==> config.mk <==
export PLATFORM = sky130hd
export DESIGN_NAME = sr_flag_scheduler_flat
export DESIGN_NICKNAME = d
export VERILOG_FILES = /design/src/rtl/sr_flag_scheduler_if.sv /design/src/rtl/sr_flag_scheduler.sv /design/src/flat_wrapper.sv
export SDC_FILE = /design/constraint.sdc
export NUM_CORES = 1
export LEC_CHECK = 0
export CAP_MARGIN = 20
export CORE_MARGIN = 8
export CORE_UTILIZATION = 49
export CTS_BUF_LIST = sky130_fd_sc_hd__clkbuf_4
export DETAILED_ROUTE_END_ITERATION = 12
export GPL_TIMING_DRIVEN = 0
export MAX_ROUTING_LAYER = met4
export PLACE_DENSITY = 0.87
export REMOVE_ABC_BUFFERS = 1
export SLEW_MARGIN = 5
export SYNTH_ARGS = -nofsm -noshare
export SYNTH_HDL_FRONTEND = slang
export SYNTH_SLANG_ARGS = --single-unit
==> constraint.sdc <==
create_clock -name clk -period 5.1 [get_ports clk]
set_clock_uncertainty 0.1 [all_clocks]
set_input_delay 1.02 -clock clk [delete_from_list [all_inputs] [get_ports clk]]
set_output_delay 1.02 -clock clk [all_outputs]
set_load 0.02 [all_outputs]
==> src/rtl/sr_flag_scheduler_if.sv <==
// Request/flag bus between control agents and the flag scheduler.
//   master : agent side   - drives req/op/idx/clr_all, observes ack/gnt_id/q
//   slave  : scheduler    - observes req/op/idx/clr_all, drives ack/gnt_id/q
//   req     [NREQ]        request per requester, held until acknowledged
//   op      [2*NREQ]      per-requester opcode: 00 nop, 01 clear, 10 set, 11 toggle
//   idx     [IDXW*NREQ]   per-requester flag index
//   clr_all               clear the whole bank, beats every request
//   ack     [NREQ]        one-cycle one-hot acknowledge
//   gnt_id  [GW]          id of the last serviced requester
//   q       [NFLAGS]      flag bank
interface sr_flag_scheduler_if #(
    parameter int unsigned NREQ   = 4,
    parameter int unsigned NFLAGS = 8
);
    localparam int unsigned IDXW = $clog2(NFLAGS);
    localparam int unsigned GW   = $clog2(NREQ);

    logic [NREQ-1:0]      req;
    logic [2*NREQ-1:0]    op;
    logic [IDXW*NREQ-1:0] idx;
    logic                 clr_all;
    logic [NREQ-1:0]      ack;
    logic [GW-1:0]        gnt_id;
    logic [NFLAGS-1:0]    q;

    modport master (
        output req, op, idx, clr_all,
        input  ack, gnt_id, q
    );

    modport slave (
        input  req, op, idx, clr_all,
        output ack, gnt_id, q
    );
endinterface

==> src/rtl/sr_flag_scheduler.sv <==
// Shared SR-style flag bank with a round-robin request scheduler.
// One request per cycle is applied to the bank; the serviced requester gets a
// one-cycle ack coincident with the flag update.
//   clk  : clock, rising edge
//   rst  : synchronous active-high reset
//   bus  : sr_flag_scheduler_if.slave (req/op/idx/clr_all in, ack/gnt_id/q out)
module sr_flag_scheduler #(
    parameter int unsigned NREQ   = 4,
    parameter int unsigned NFLAGS = 8
) (
    input logic              clk,
    input logic              rst,
    sr_flag_scheduler_if.slave bus
);
    localparam int unsigned IDXW = $clog2(NFLAGS);
    localparam int unsigned GW   = $clog2(NREQ);

    typedef enum logic [1:0] {
        OpNop = 2'b00,
        OpClr = 2'b01,
        OpSet = 2'b10,
        OpTgl = 2'b11
    } op_e;

    logic [NFLAGS-1:0] q_q, q_d;
    logic [NREQ-1:0]   ack_q, ack_d;
    logic [GW-1:0]     gnt_q;
    logic [GW-1:0]     ptr_q, ptr_d;

    logic [NREQ-1:0]   elig;
    logic              found;
    logic [GW-1:0]     win;
    logic [1:0]        win_op;
    logic [IDXW-1:0]   win_idx;
    logic              idx_ok;

    // A requester acked last cycle is masked so a held req cannot win twice in a row.
    assign elig = bus.req & ~ack_q;

    // Round-robin search starting at ptr_q, wrapping modulo NREQ.
    always_comb begin : arbitrate
        int unsigned pos;
        logic [GW-1:0] cand;
        found = 1'b0;
        win   = '0;
        pos   = 0;
        cand  = '0;
        for (int unsigned k = 0; k < NREQ; k++) begin
            pos = 32'(ptr_q) + k;
            if (pos >= NREQ) begin
                pos = pos - NREQ;
            end
            cand = GW'(pos);
            if (!found && elig[cand]) begin
                found = 1'b1;
                win   = cand;
            end
        end
    end

    // Select the winner's opcode and index.
    always_comb begin : select
        win_op  = 2'b00;
        win_idx = '0;
        for (int unsigned i = 0; i < NREQ; i++) begin
            if (win == GW'(i)) begin
                win_op  = bus.op[2*i +: 2];
                win_idx = bus.idx[IDXW*i +: IDXW];
            end
        end
    end

    // Indices past the bank are acked but leave q untouched.
    assign idx_ok = 32'(win_idx) < NFLAGS;

    always_comb begin : update
        q_d   = q_q;
        ack_d = '0;
        ptr_d = ptr_q;
        if (found) begin
            ack_d[win] = 1'b1;
            ptr_d      = (32'(win) == NREQ - 1) ? '0 : win + 1'b1;
            if (idx_ok) begin
                unique case (op_e'(win_op))
                    OpNop: ;
                    OpClr: q_d[win_idx] = 1'b0;
                    OpSet: q_d[win_idx] = 1'b1;
                    OpTgl: q_d[win_idx] = ~q_q[win_idx];
                endcase
            end
        end
    end

    always_ff @(posedge clk) begin
        if (rst) begin
            q_q   <= '0;
            ack_q <= '0;
            gnt_q <= '0;
            ptr_q <= '0;
        end else if (bus.clr_all) begin
            // Pending requests stay pending; pointer and last grant are kept.
            q_q   <= '0;
            ack_q <= '0;
        end else begin
            q_q   <= q_d;
            ack_q <= ack_d;
            ptr_q <= ptr_d;
            if (found) begin
                gnt_q <= win;
            end
        end
    end

    assign bus.q      = q_q;
    assign bus.ack    = ack_q;
    assign bus.gnt_id = gnt_q;
endmodule

==> src/flat_wrapper.sv <==
// flat-port wrapper written by rule: the top's interface ports become plain ports
module sr_flag_scheduler_flat 
#(
    parameter int unsigned NREQ   = 4,
    parameter int unsigned NFLAGS = 8
)
  (clk, rst, bus_req, bus_op, bus_idx, bus_clr_all, bus_ack, bus_gnt_id, bus_q);
  sr_flag_scheduler_if #(.NREQ(NREQ), .NFLAGS(NFLAGS)) bus_i ();
  input logic clk;
  input logic rst;
  input wire logic [$bits(bus_i.req)-1:0] bus_req;
  input wire logic [$bits(bus_i.op)-1:0] bus_op;
  input wire logic [$bits(bus_i.idx)-1:0] bus_idx;
  input wire logic [$bits(bus_i.clr_all)-1:0] bus_clr_all;
  output wire logic [$bits(bus_i.ack)-1:0] bus_ack;
  output wire logic [$bits(bus_i.gnt_id)-1:0] bus_gnt_id;
  output wire logic [$bits(bus_i.q)-1:0] bus_q;
  assign bus_i.req = bus_req;
  assign bus_i.op = bus_op;
  assign bus_i.idx = bus_idx;
  assign bus_i.clr_all = bus_clr_all;
  assign bus_ack = bus_i.ack;
  assign bus_gnt_id = bus_i.gnt_id;
  assign bus_q = bus_i.q;
  sr_flag_scheduler #(.NREQ(NREQ), .NFLAGS(NFLAGS)) u_core (.clk(clk), .rst(rst), .bus(bus_i));
endmodule
# Word level (Yosys, flattened, before mapping)
# Index checks and enable logic that the tools add are counted.
# totals
output_inout_bits	14
reg_bits	16
word_cells	89
inputBits	27
# classes
bitwise_logic	8
n_lt_le_gt_ge	12
eq_ne	6
n_mux	37
n_reduce_logical	14
add_sub_neg	8
# op_table
operator	n
$mux W2	13
$pmux W8 S3	1
$lt A2 B3 Y1 const B	5
$mux W3	4
$mux W1	11
$ge A3 B3 Y1 const B	3
$and A8 B8 Y8	1
$bmux W1 S2	4
$bwmux W8	1
$eq A2 B2 Y1 const B	4
$not A8 Y8	1
$or A8 B8 Y8	1
$sub A2 B1 Y2 const B	4
$add A2 B2 Y3 const B	2
$logic_and A1 B1 Y1	5
$and A4 B4 Y4	1
$eq A2 B1 Y1 const B	2
$lt A3 B4 Y1 const B	1
$not A4 Y4	1
$reduce_and A2 Y1	2
$add A2 B1 Y3 const B	1
$bmux W1 S3	1
$demux W1 S3	1
$ge A2 B3 Y1 const B	1
other kinds (10)	14

# Logic depth before layout (Yosys ltp)
# logic_depth
ltp_word	26
ltp_mapped	13
ltp_nobuf	12

# Worst setup path after synthesis
# OpenSTA, ideal clock, no wires.
# synth_timing
path_type	input to register
startpoint	input bus_req[0]
endpoint	register u_core.q_q[5], in the netlist u_core.bus.q[5]
stages	13
setup_ps	116
path_slack_ps	1477
arrival_time_ps	3407
required_time_ps	4884
path_buffers	1
cell_sequence	nand2b_1 -> o21ai_0 -> a21oi_1 -> a2bb2oi_1 -> inv_1 -> ha_1 -> buf_6 -> nand3b_4 -> a211o_2 -> mux2i_1 -> a2111oi_2 -> a211oi_2 -> a31o_1
# synth_between
elab_chain_len	25
elab_cells_between_ends	53
cone_classes	order compare: 2; eq/ne: 6; mux: 30; bitwise: 5; reduce/logical: 10
# synth_rtl
element	line	rtl
from (decl)	flat_wrapper.sv:11	input wire logic [$bits(bus_i.req)-1:0] bus_req;
$and A4 B4 Y4 (*)	sr_flag_scheduler.sv:38	assign elig = bus.req & ~ack_q;
$bmux W1 S2	sr_flag_scheduler.sv:54	if (!found && elig[cand]) begin
$mux W1 (implied by the code)	sr_flag_scheduler.sv:54	
$mux W1	sr_flag_scheduler.sv:54	
$logic_not A1 Y1	sr_flag_scheduler.sv:54	
$logic_and A1 B1 Y1	sr_flag_scheduler.sv:54	
$mux W1	sr_flag_scheduler.sv:54	
$logic_not A1 Y1	sr_flag_scheduler.sv:54	
[5 not listed]	n/a	
named net u_core.win[1]	sr_flag_scheduler.sv:32	logic [GW-1:0] win;
[1 not listed]	n/a	
$mux W3 (4 in series)	sr_flag_scheduler.sv:66	if (win == GW'(i)) begin
$lt A3 B4 Y1 (implied by the code) / $ge A3 B1 Y1 (equally long branches)	sr_flag_scheduler.sv:86, sr_flag_scheduler.sv:87, sr_flag_scheduler.sv:88	
$logic_and A1 B1 Y1 (implied by the code)	sr_flag_scheduler.sv:86, sr_flag_scheduler.sv:87, sr_flag_scheduler.sv:88	
$mux W1 (implied by the code)	sr_flag_scheduler.sv:86, sr_flag_scheduler.sv:87, sr_flag_scheduler.sv:88	
$demux W1 S3	n/a	
$not A8 Y8 (no line)	n/a	
$and A8 B8 Y8 (no line)	n/a	
$pmux W8 S3	sr_flag_scheduler.sv:84	unique case (op_e'(win_op))
to (signal assigned)	sr_flag_scheduler.sv:105	q_q <= q_d;
to (decl)	sr_flag_scheduler.sv:25	logic [NFLAGS-1:0] q_q, q_d;
# The timed path passes the listed nets; every way through them passes the cells marked *. The select of a mux whose other input is x is not followed.
# A chain may end at the register's enable or synchronous reset.

# Final worst setup path
# layout_timing
startpoint	input bus_req[1]
endpoint	register u_core.q_q[5], in the netlist u_core.bus.q[5]
# The elaborated chain is that of the path after synthesis.

==> run summary <==
The number of remaining DRC errors came out at 0. The worst max-slew margin expressed relative to the limit came out at 43.95%. Dividing the synthesized area by the synthesized cell count gives 8.441 sq um. The pre-CTS setup slack came out at 0.6028 ns. The worst setup path is of the in2reg kind. The global route total overflow is 0. The DRC violation total after the first TritonRoute iteration is 33. The repair_antennas step left the layout with diodes totalling 0. The proportion of register bits with asynchronous set or reset after synthesis is 0%. The share of cells above drive strength 1 came out at 9.302%. The transition time at the pin with the least slew margin is roughly 0.84 ns. In the finished design, the share of the clock period the worst path needs comes to between 80% and 90%. Wires add up to 3104 microns. Summing over every cut layer, the via total after detailed routing is 1171. The design draws 500.0 uW. The most frequent cell after synthesis is sky130_fd_sc_hd__nand2_1.

The arrival time of data at the critical path endpoint came out at around 4.3 ns. The final cell count without fillers came out at 200. The area share of and/or/nand/nor cells after synthesis came out at 26.11%. Summed over all failing endpoints, the final setup total negative slack is 0 ns. After synthesis, the largest family of logic cells by area is compound AO/OA/AOI/OAI gates. The fraction of the mapped netlist area in compound gates is 28.39%. For the worst setup path, the data required time is 5.19 ns. In the synthesized netlist, mux cells make up 6.385% of the area. In this run the worst path has a maximum fanout of 11. The initial antenna violation count is 0. Static timing analysis puts the maximum clock frequency at 0.2364 GHz. Before antenna repair, the detailed router went through 4 iterations. The maximum root-to-sink buffer count is 2. The maximum ir drop on the vdd rail is 251.6 uV. The pin count of the biggest net entering global routing came out at 14. Summing every instance area after synthesis gives 0.001097 sq mm.

The number of warnings issued by yosys is 0. The number of input and output port buffers inserted is 40. The number of synthesized flops with an enable pin came out at 0.

The synthesis-to-finish area growth is 40.71%. After technology mapping, the gate count stands at 130. The number of global-route vias before repair came out at about 1200. The wire length of the first global-routing pass came out at 5050 microns. Dividing the detail-routed via count by the number of cells gives 5.855. After synthesis, the largest area contributor takes up 29.19% of total cell area. The number of pins exceeding their max-slew limit in the final report is 0. For this run, the leading register cell type out of synthesis is sky130_fd_sc_hd__dfxtp_1.

The TritonCTS buffer count came out at 3. Ranked by total cell area, the synthesized netlist is headed by sky130_fd_sc_hd__dfxtp_1 29%, sky130_fd_sc_hd__nand2_1 8.2%, sky130_fd_sc_hd__mux2i_1 6.4%. The number of primary I/O pins is 41. The overall track demand over capacity in global routing is 15.31%.

The total half-perimeter wirelength after legalization and detailed placement came out at between 2000 and 3000 microns. The placeable core area is 0.002170 sq mm. By count the netlist is led by 24 x sky130_fd_sc_hd__nand2_1, 16 x sky130_fd_sc_hd__dfxtp_1, 7 x sky130_fd_sc_hd__inv_1, 7 x sky130_fd_sc_hd__mux2i_1, 7 x sky130_fd_sc_hd__nor2_1. The routed wire length per instance is 15.52 microns.

The cell accounting for the most synthesized area is sky130_fd_sc_hd__dfxtp_1. The number of setup buffers added after CTS is 0. The worst hold path belongs to the class reg2reg. The final number of hold-violating endpoints is 0.

The nature of the critical path endpoint is a register. The hold buffer count at CTS came out at 0. The synthesized netlist contains 43 unique library cells. The detail route stage leaves a number of antenna-violating nets equal to 0. The count of fill cells added during filler insertion came out at 182. The die is about 63 microns wide. For this design, the sink count on the clock tree is 16. The initial utilization of the core area, before any placement, comes to 50.58%. The die is around 63 microns tall. The worst hold path begins at u_core.bus.gnt_id[0].

The root buffer cell chosen for the clock tree is sky130_fd_sc_hd__clkbuf_4. The static leakage came out at 0.6300 nW. The clock network latency to the later pin of the worst-skew pair came out at 0.28 ns.

The synthesized-area fraction occupied by xor and xnor cells is 0%. The final weighted congestion in routability-driven placement came out at 0.8873. The post-route cell area came out at 0.001544 sq mm. The startpoint of the worst-slack reg-to-reg timing path is u_core.bus.ack[0]. The clock slew seen by the registers of the worst setup and hold paths came out at 0.09 ns. Setup violations remaining at the end of the flow were counted as 0. The adder-cell share of the synthesized area is 4.561%. The tightest hold margin came out at 0.3912 ns.

TritonCTS built the clock tree. In this run the cell area measured after placement is ~0.0015 sq mm. The max-capacitance violation count is 0. STA classifies the critical path startpoint as a primary input.

Counting flops and latches in the post-synthesis netlist gives 16. The placed cell count is 196. The critical path starts at bus_req[1].

The H-tree level count came out at 1. The utilization after layout came out at 71.16%. The die covers about 0.0040 sq mm. The setup slack of the critical path after layout came out at around 0.87 ns.

The power per cell area is 323.8 mW/mm^2. The part of the Yosys area used for sequential elements came out at 29.19%. The flow ran to the end, and the final reports show no timing, DRC or antenna violations. The post-cts gate resize count is 0. The shortest clock period the worst path allows after layout is 4.231 ns. Setup repair after global routing left no endpoint under its margin. The initialized floorplan defines 17 standard-cell rows. The number of nets in the layout is 204.
==> cell type report <==
class                   instances  area (sq um)  area share [%]
repair buffers                 40         400.4           25.93
clock inverters                 1         3.754          0.2431
flip-flops and latches         16         320.3           20.75
well taps                      28         35.03           2.269
multi-input cells             104         718.2           46.52
clock buffers                   3         22.52           1.459
inverters                       8         43.79           2.836
==> per-layer routing <==
metal / vias to the layer above / track usage [%] / wire length, microns
li1: 563 / - / -
met2: 44 / 27.25 / 1605
met1: 558 / 15.65 / 1254
met3: 6 / 3.534 / 196
met5: - / - / 0
met4: 0 / 6.685 / 47
==> logic make-up after synthesis <==
| kind of cell | count (synthesis) |
|---|---|
| AND/OR/NAND/NOR | 55 |
| AO/OA/AOI/OAI | 38 |
| buffers and inverters | 10 |
| multiplexers | 7 |
| flip-flops | 16 |
| adder cells (fa/ha/maj) | 4 |
==> critical path: stages <==
cell and delay, ns:
sky130_fd_sc_hd__clkdlybuf4s50_1 0.42, sky130_fd_sc_hd__nand2b_1 0.13, sky130_fd_sc_hd__o21ai_0 0.13, sky130_fd_sc_hd__a21oi_1 0.19, sky130_fd_sc_hd__a2bb2oi_1 0.39, sky130_fd_sc_hd__inv_1 0.12, sky130_fd_sc_hd__ha_1 0.37, sky130_fd_sc_hd__a211oi_1 0.43
sky130_fd_sc_hd__a211o_2 0.27, sky130_fd_sc_hd__mux2i_1 0.12, sky130_fd_sc_hd__a2111oi_2 0.40, sky130_fd_sc_hd__a211oi_2 0.10, sky130_fd_sc_hd__a31o_1 0.23
==> path summary, 6_finish.rpt <==
kind,slack [ns],endpoint,cells after the start
worst max-delay path,0.87,u_core.bus.q[5],13
worst min-delay path,0.39,u_core.bus.gnt_id[0],2
worst max register to register,1.63,u_core.bus.q[5],12
worst min register to register,0.39,u_core.bus.gnt_id[0],2
==> layout by cell type (no fill, tap or decap), types with 4 or more instances in the layout <==
cell and count:
sky130_fd_sc_hd__nand2_1 24, sky130_fd_sc_hd__ha_1 4, sky130_fd_sc_hd__inv_1 7, sky130_fd_sc_hd__a21oi_1 5, sky130_fd_sc_hd__mux2i_1 7, sky130_fd_sc_hd__clkdlybuf4s50_1 40, sky130_fd_sc_hd__nor2_1 7, sky130_fd_sc_hd__dfxtp_1 16
sky130_fd_sc_hd__nand2b_1 5
==> flip-flops by register name, indices dropped and copies added (netlist names) <==
register	count
u_core.bus.gnt_id	2
u_core.bus.q	8
u_core.bus.ack	4
u_core.ptr_q	2
==> power breakdown <==
part | internal [mW] | leakage [nW] | switching [mW]
clock network | 0.0284 | 0.0154 | 0.0388
registers | 0.135 | 0.130 | 0.00737
logic | 0.123 | 0.485 | 0.167
Power figures use the tool's default switching activity.
